## src/rtl/div.sv

```systemverilog
// Radix-2 restoring 32-bit divider for DIV/DIVU; returns {remainder, quotient}, one bit per clock.
// Define DIV_SIGNED_EN to honour signed_div_i; when undefined every divide is unsigned.
module div (
  input  logic        clk,
  input  logic        rst,
  input  logic        signed_div_i,
  input  logic [31:0] opdata1_i,
  input  logic [31:0] opdata2_i,
  input  logic        start_i,
  input  logic        annul_i,
  output logic [63:0] result_o,
  output logic        ready_o
);

  typedef enum logic [1:0] {StFree, StByZero, StOn, StEnd} state_e;

  state_e      state_q, state_d;
  logic [5:0]  cnt_q, cnt_d;
  logic [31:0] rem_q, rem_d;
  logic [31:0] quot_q, quot_d;
  logic [31:0] divisor_q, divisor_d;
  logic [63:0] result_q, result_d;
  logic        ready_q, ready_d;

  logic [31:0] mag1, mag2;
  logic [31:0] quot_fix, rem_fix;
  logic [32:0] shifted;
  logic        fits;

`ifdef DIV_SIGNED_EN
  logic neg_quot_q, neg_rem_q;
  logic load;

  assign load = (state_q == StFree) && start_i && !annul_i && (opdata2_i != 32'd0);

  assign mag1 = (signed_div_i && opdata1_i[31]) ? (~opdata1_i + 32'd1) : opdata1_i;
  assign mag2 = (signed_div_i && opdata2_i[31]) ? (~opdata2_i + 32'd1) : opdata2_i;

  assign quot_fix = neg_quot_q ? (~quot_q + 32'd1) : quot_q;
  assign rem_fix  = neg_rem_q ? (~rem_q + 32'd1) : rem_q;

  // Remainder takes the dividend's sign; quotient is negative when signs differ.
  always_ff @(posedge clk or negedge rst) begin
    if (!rst) begin
      neg_quot_q <= 1'b0;
      neg_rem_q  <= 1'b0;
    end else if (load) begin
      neg_quot_q <= signed_div_i && (opdata1_i[31] ^ opdata2_i[31]);
      neg_rem_q  <= signed_div_i && opdata1_i[31];
    end
  end
`else
  logic unused_signed_div;

  assign unused_signed_div = signed_div_i;
  assign mag1              = opdata1_i;
  assign mag2              = opdata2_i;
  assign quot_fix          = quot_q;
  assign rem_fix           = rem_q;
`endif

  // quot_q starts as the dividend and shifts left, so its MSB is the next dividend bit.
  assign shifted = {rem_q, quot_q[31]};
  assign fits    = shifted >= {1'b0, divisor_q};

  always_ff @(posedge clk or negedge rst) begin
    if (!rst) begin
      state_q   <= StFree;
      cnt_q     <= 6'd0;
      rem_q     <= 32'd0;
      quot_q    <= 32'd0;
      divisor_q <= 32'd0;
      result_q  <= 64'd0;
      ready_q   <= 1'b0;
    end else begin
      state_q   <= state_d;
      cnt_q     <= cnt_d;
      rem_q     <= rem_d;
      quot_q    <= quot_d;
      divisor_q <= divisor_d;
      result_q  <= result_d;
      ready_q   <= ready_d;
    end
  end

  always_comb begin
    state_d   = state_q;
    cnt_d     = cnt_q;
    rem_d     = rem_q;
    quot_d    = quot_q;
    divisor_d = divisor_q;
    result_d  = result_q;
    ready_d   = ready_q;

    unique case (state_q)
      StFree: begin
        if (start_i && !annul_i) begin
          if (opdata2_i == 32'd0) begin
            state_d = StByZero;
          end else begin
            state_d   = StOn;
            cnt_d     = 6'd0;
            rem_d     = 32'd0;
            quot_d    = mag1;
            divisor_d = mag2;
          end
        end
      end
      StByZero: begin
        if (annul_i) begin
          state_d = StFree;
        end else begin
          state_d  = StEnd;
          result_d = 64'd0;
        end
      end
      StOn: begin
        if (annul_i) begin
          state_d = StFree;
        end else if (cnt_q == 6'd32) begin
          state_d  = StEnd;
          ready_d  = 1'b1;
          result_d = {rem_fix, quot_fix};
        end else begin
          // shifted - divisor is below divisor whenever it fits, so 32 bits suffice.
          rem_d  = fits ? 32'(shifted - {1'b0, divisor_q}) : shifted[31:0];
          quot_d = {quot_q[30:0], fits};
          cnt_d  = cnt_q + 6'd1;
        end
      end
      StEnd: begin
        if (start_i) begin
          ready_d = 1'b1;
        end else begin
          state_d  = StFree;
          ready_d  = 1'b0;
          result_d = 64'd0;
        end
      end
      default: state_d = StFree;
    endcase
  end

  assign result_o = result_q;
  assign ready_o  = ready_q;

endmodule

```

## config.mk

```make
export PLATFORM = sky130hd
export DESIGN_NAME = div
export DESIGN_NICKNAME = d
export VERILOG_FILES = /design/src/rtl/div.sv
export SDC_FILE = /design/constraint.sdc
export NUM_CORES = 1
export LEC_CHECK = 0
export CAP_MARGIN = 0
export CORE_ASPECT_RATIO = 1.1
export CORE_UTILIZATION = 50
export DETAILED_ROUTE_END_ITERATION = 16
export PLACE_DENSITY = 0.89
export SLEW_MARGIN = 40
export SYNTH_ARGS = -nofsm -noshare
export SYNTH_HDL_FRONTEND = slang
export SYNTH_SLANG_ARGS = --single-unit
```

## constraint.sdc

```tcl
create_clock -name clk -period 2.4 [get_ports clk]
set_clock_uncertainty 0.1 [all_clocks]
set_input_delay 0.36 -clock clk [delete_from_list [all_inputs] [get_ports clk]]
set_output_delay 0.36 -clock clk [all_outputs]
set_load 0.005 [all_outputs]
```

==> flow_summary.toml <==
[setup_path]
crit_path_top_delay_cell = "dfrtp_1"
cp-startpoint = "rem_fix[6]"
required_ps = 2620
path_class = "reg -> reg"
max_stage_delay_ps = 430
worst_setup_path_start_kind = "register"
reg2reg_to = "rem_fix[26]"
critPathMaxFanout = 4
crit_chain = "ha_4 > nand3_2 > nor3_4 > a21oi_4 > a211oi_4 > o211ai_1 > buf_4 > nand3_4 > buf_12 > buf_6 > o21ai_1 > a32o_1"
cp_top_family = "compound AO/OA/AOI/OAI gates"
crit_cells = 12
r2r_cells = 12
crit_buf_inv = 3
r2r_slack_ps = -530
crit_end = "rem_fix[26]"
timing.rr.start = "rem_fix[6]"
end_kind = "register"
arrival_ps = 3150

[clock_tree]
cts.path.max_buffers = 2
cts_tree = "yes"
cts_buffers = 17
h-tree-depth = 4
cts-root-buf = "clkbuf_16"
path_clk_slew_ps = 60
clkLatencyLatePin_ps = 440
cts.sinks = 169

[floorplan]
fp.dieW_um = 130
io_pins = 134
start_util_pct = 51.1
dieArea_mm2 = 0.0187
core-area_mm2 = 0.0177
die_y_um = 143
rows = 51

[pwr]
cellPowerDensity_mw_per_mm2 = 1040
peakVddDrop_uv = 713
p_comb_share_pct = 52.1
switching_share_pct = 41.3
power_switching_w = 0.00584
clkPwrFrac_pct = 19.5
p_int_w = 0.00829
leakagePower_nw = 6.24
seq_power_share_pct = 28.4

[finish]
fill_cells = 1015
nets = 1305
diodes = 0
drive_gt1_share_pct = 31.9
area_growth_pct = 49.4
multi_input_area_mm2 = 0.00517
seqCellArea_mm2 = 0.00423

[detailed_routing]
drtIter0Drc = 1231
detail_route.wl_per_cell_um = 22.7
vias_per_cell = 6.34
via_count = 9174
dr.pass1.iters = 6
drt_wl_total_um = 32900
ant_nets = 0
route.detailed.drc = 0

[synth]
ys_seq_area_share_pct = 46.6
async_reset_ff_share_pct = 100
synth_edf_count = 0
syn_area_per_cell_um2 = 10.2
syn_area_mm2 = 0.00907
ys.flop_type = "dfrtp_1"
yosys_warnings = 0
synth.largest_area_cell = "dfrtp_1"
synthDistinctLibCells = 63
syn_inst = 889
syn-num-nets = 998
yosys_register_bits = 169
ys_top_cells_by_area = "dfrtp_1 47%, a22o_1 6.6%, mux2i_1 5.7%"
yosysTopAreaCellShare_pct = 46.6

[sta]
fmax_mhz = 341
layout_setup_ws_ps = -530
fin_tns_setup_ps = -14060
setup_viol = 33
relSlewSlack_pct = 64.1
worstMarginPinSlew_ps = 539
rsz0062_at_grt = "yes"
fin_crit_sh_pct = 122
slew_viol_final = 0
post-route-min-period_ps = 2930
hold-worst-slack_ps = 321
hold_viol = 0

[outcome]
violations = "negative setup slack"
status = "complete, but fails checks"

[global_route]
antenna_found_initial = 0
grt-ovfl-total = 0
track_usage_pct = 33.4
grt_max_degree = 70
grt_pass1_wl_um = 47600
grt_pass1_vias = 9332

[run]
max_cap_viol_count = 0

[place]
dpl.hpwl_um = 18800
portBuffers = 132
place.gp.congestion = 0.924

[worst_hold_path]
hp-class = "in -> async"
## logic make-up after synthesis
kind of cell             share of synthesized area, %
flip-flops                                       46.6
adder cells (fa/ha/maj)                          5.60
buffers and inverters                            4.35
AO/OA/AOI/OAI                                    21.2
AND/OR/NAND/NOR                                  10.3
multiplexers                                     9.72
XOR/XNOR                                         2.22
## power groups by stage
stage	clock network [W]	logic, W	registers (W)
global route	0.00290	0.00776	0.00407
global placement	0	0.00538	0.00392
detailed placement	0	0.00561	0.00399
CTS	0.00276	0.00651	0.00397
floorplan	0	0.00356	0.00387
finish	0.00275	0.00736	0.00401
## registers in the layout (all words and copies together) (netlist names)
register   cells
result_o      64
divisor_q     32
quot_fix      32
cnt_q          6
state_q        2
ready_o        1
rem_fix       32
## worst min path at each step
| stage | from | end | slack [ps] | depth (start not counted) |
|---|---|---|---|---|
| final | rst | result_o[23] | 320 | 2 |
| after floorplan | rst | cnt_q[0] | -40 | 0 |
| after CTS | rst | result_o[23] | 340 | 2 |
| after global routing | opdata2_i[6] | divisor_q[6] | 330 | 2 |
| after global placement | rst | result_o[24] | 220 | 1 |
| after detailed placement | rst | result_o[23] | 210 | 1 |
## stage by stage
step                      setup slack, ps  instance area, µm²  utilization (%)  power (W)  instances
final                                -530               13500             76.3     0.0141       1447
after floorplan                      -254                9170                -    0.00742        889
after CTS                            -226               13300             74.8     0.0132       1440
after detailed placement             -627               11900             67.1    0.00960       1375
after global placement               -601               11900             67.1    0.00930       1375
after global routing                 -598               13500             76.3     0.0147       1447
## synthesized netlist by cell type, drive strengths merged (3+ instances only)
| library cell | n |
|---|---|
| o31ai | 4 |
| nor3 | 8 |
| a211oi | 7 |
| ha | 39 |
| xor2 | 9 |
| a22o | 68 |
| a32oi | 11 |
| clkbuf | 32 |
| nand2b | 11 |
| a21o | 11 |
| o21bai | 3 |
| inv | 48 |
| dfrtp | 169 |
| mux2i | 52 |
| nand4 | 5 |
| nor4 | 12 |
| a31oi | 3 |
| xnor2 | 14 |
| mux2 | 32 |
| o21ai | 89 |
| o211ai | 10 |
| buf | 17 |
| nand2 | 93 |
| and2 | 7 |
| a211o | 3 |
| a21oi | 45 |
| nand3 | 19 |
| and3 | 7 |
| nor2 | 28 |
## what timing repair did
action | CTS | global route
endpoints found under the setup margin | 133 | 161
hold buffers | 1 | 0
resized for setup | 122 | 44
cloned | 3 | 1
pin swaps | 52 | 25
endpoints found under the hold margin | 45 | 0
setup buffers | 29 | 9
## cell type report
type	instances	area share (%)
repair buffers	337	22.8
inverters	48	1.33
flip-flops and latches	169	31.2
clock inverters	13	1.06
clock buffers	19	3.20
well taps	238	2.20
multi-input cells	623	38.2
## worst reg2reg max path: stages, from the launching register on
cell and delay, ps:
dfrtp_1 430, ha_4 340, nand3_2 140, nor3_4 280, a21oi_4 110, a211oi_4 300
o211ai_1 190, buf_4 200, nand3_4 100, buf_12 120, buf_6 130, o21ai_1 100
a32o_1 270
## routing by layer
layer,share of wire [%],GRT usage (%)
met2,49,57.5
met1,36,37.0
met5,0,0
met3,8.8,8.92
met4,6.3,19.1
## cell usage in the layout (no fill, tap or decap), types with 22 or more instances in the layout
master | netlist | routed
clkdlybuf4s50_1 | 0 | 130
mux2_2 | 30 | 30
inv_1 | 48 | 39
dfrtp_1 | 169 | 169
o21ai_1 | 7 | 25
nor2_1 | 28 | 22
mux2i_1 | 52 | 47
o21ai_0 | 82 | 50
buf_4 | 1 | 176
a22o_1 | 68 | 68
a21oi_1 | 43 | 32
nand2_1 | 93 | 86
Note: power is estimated with default switching activity, not from simulation.
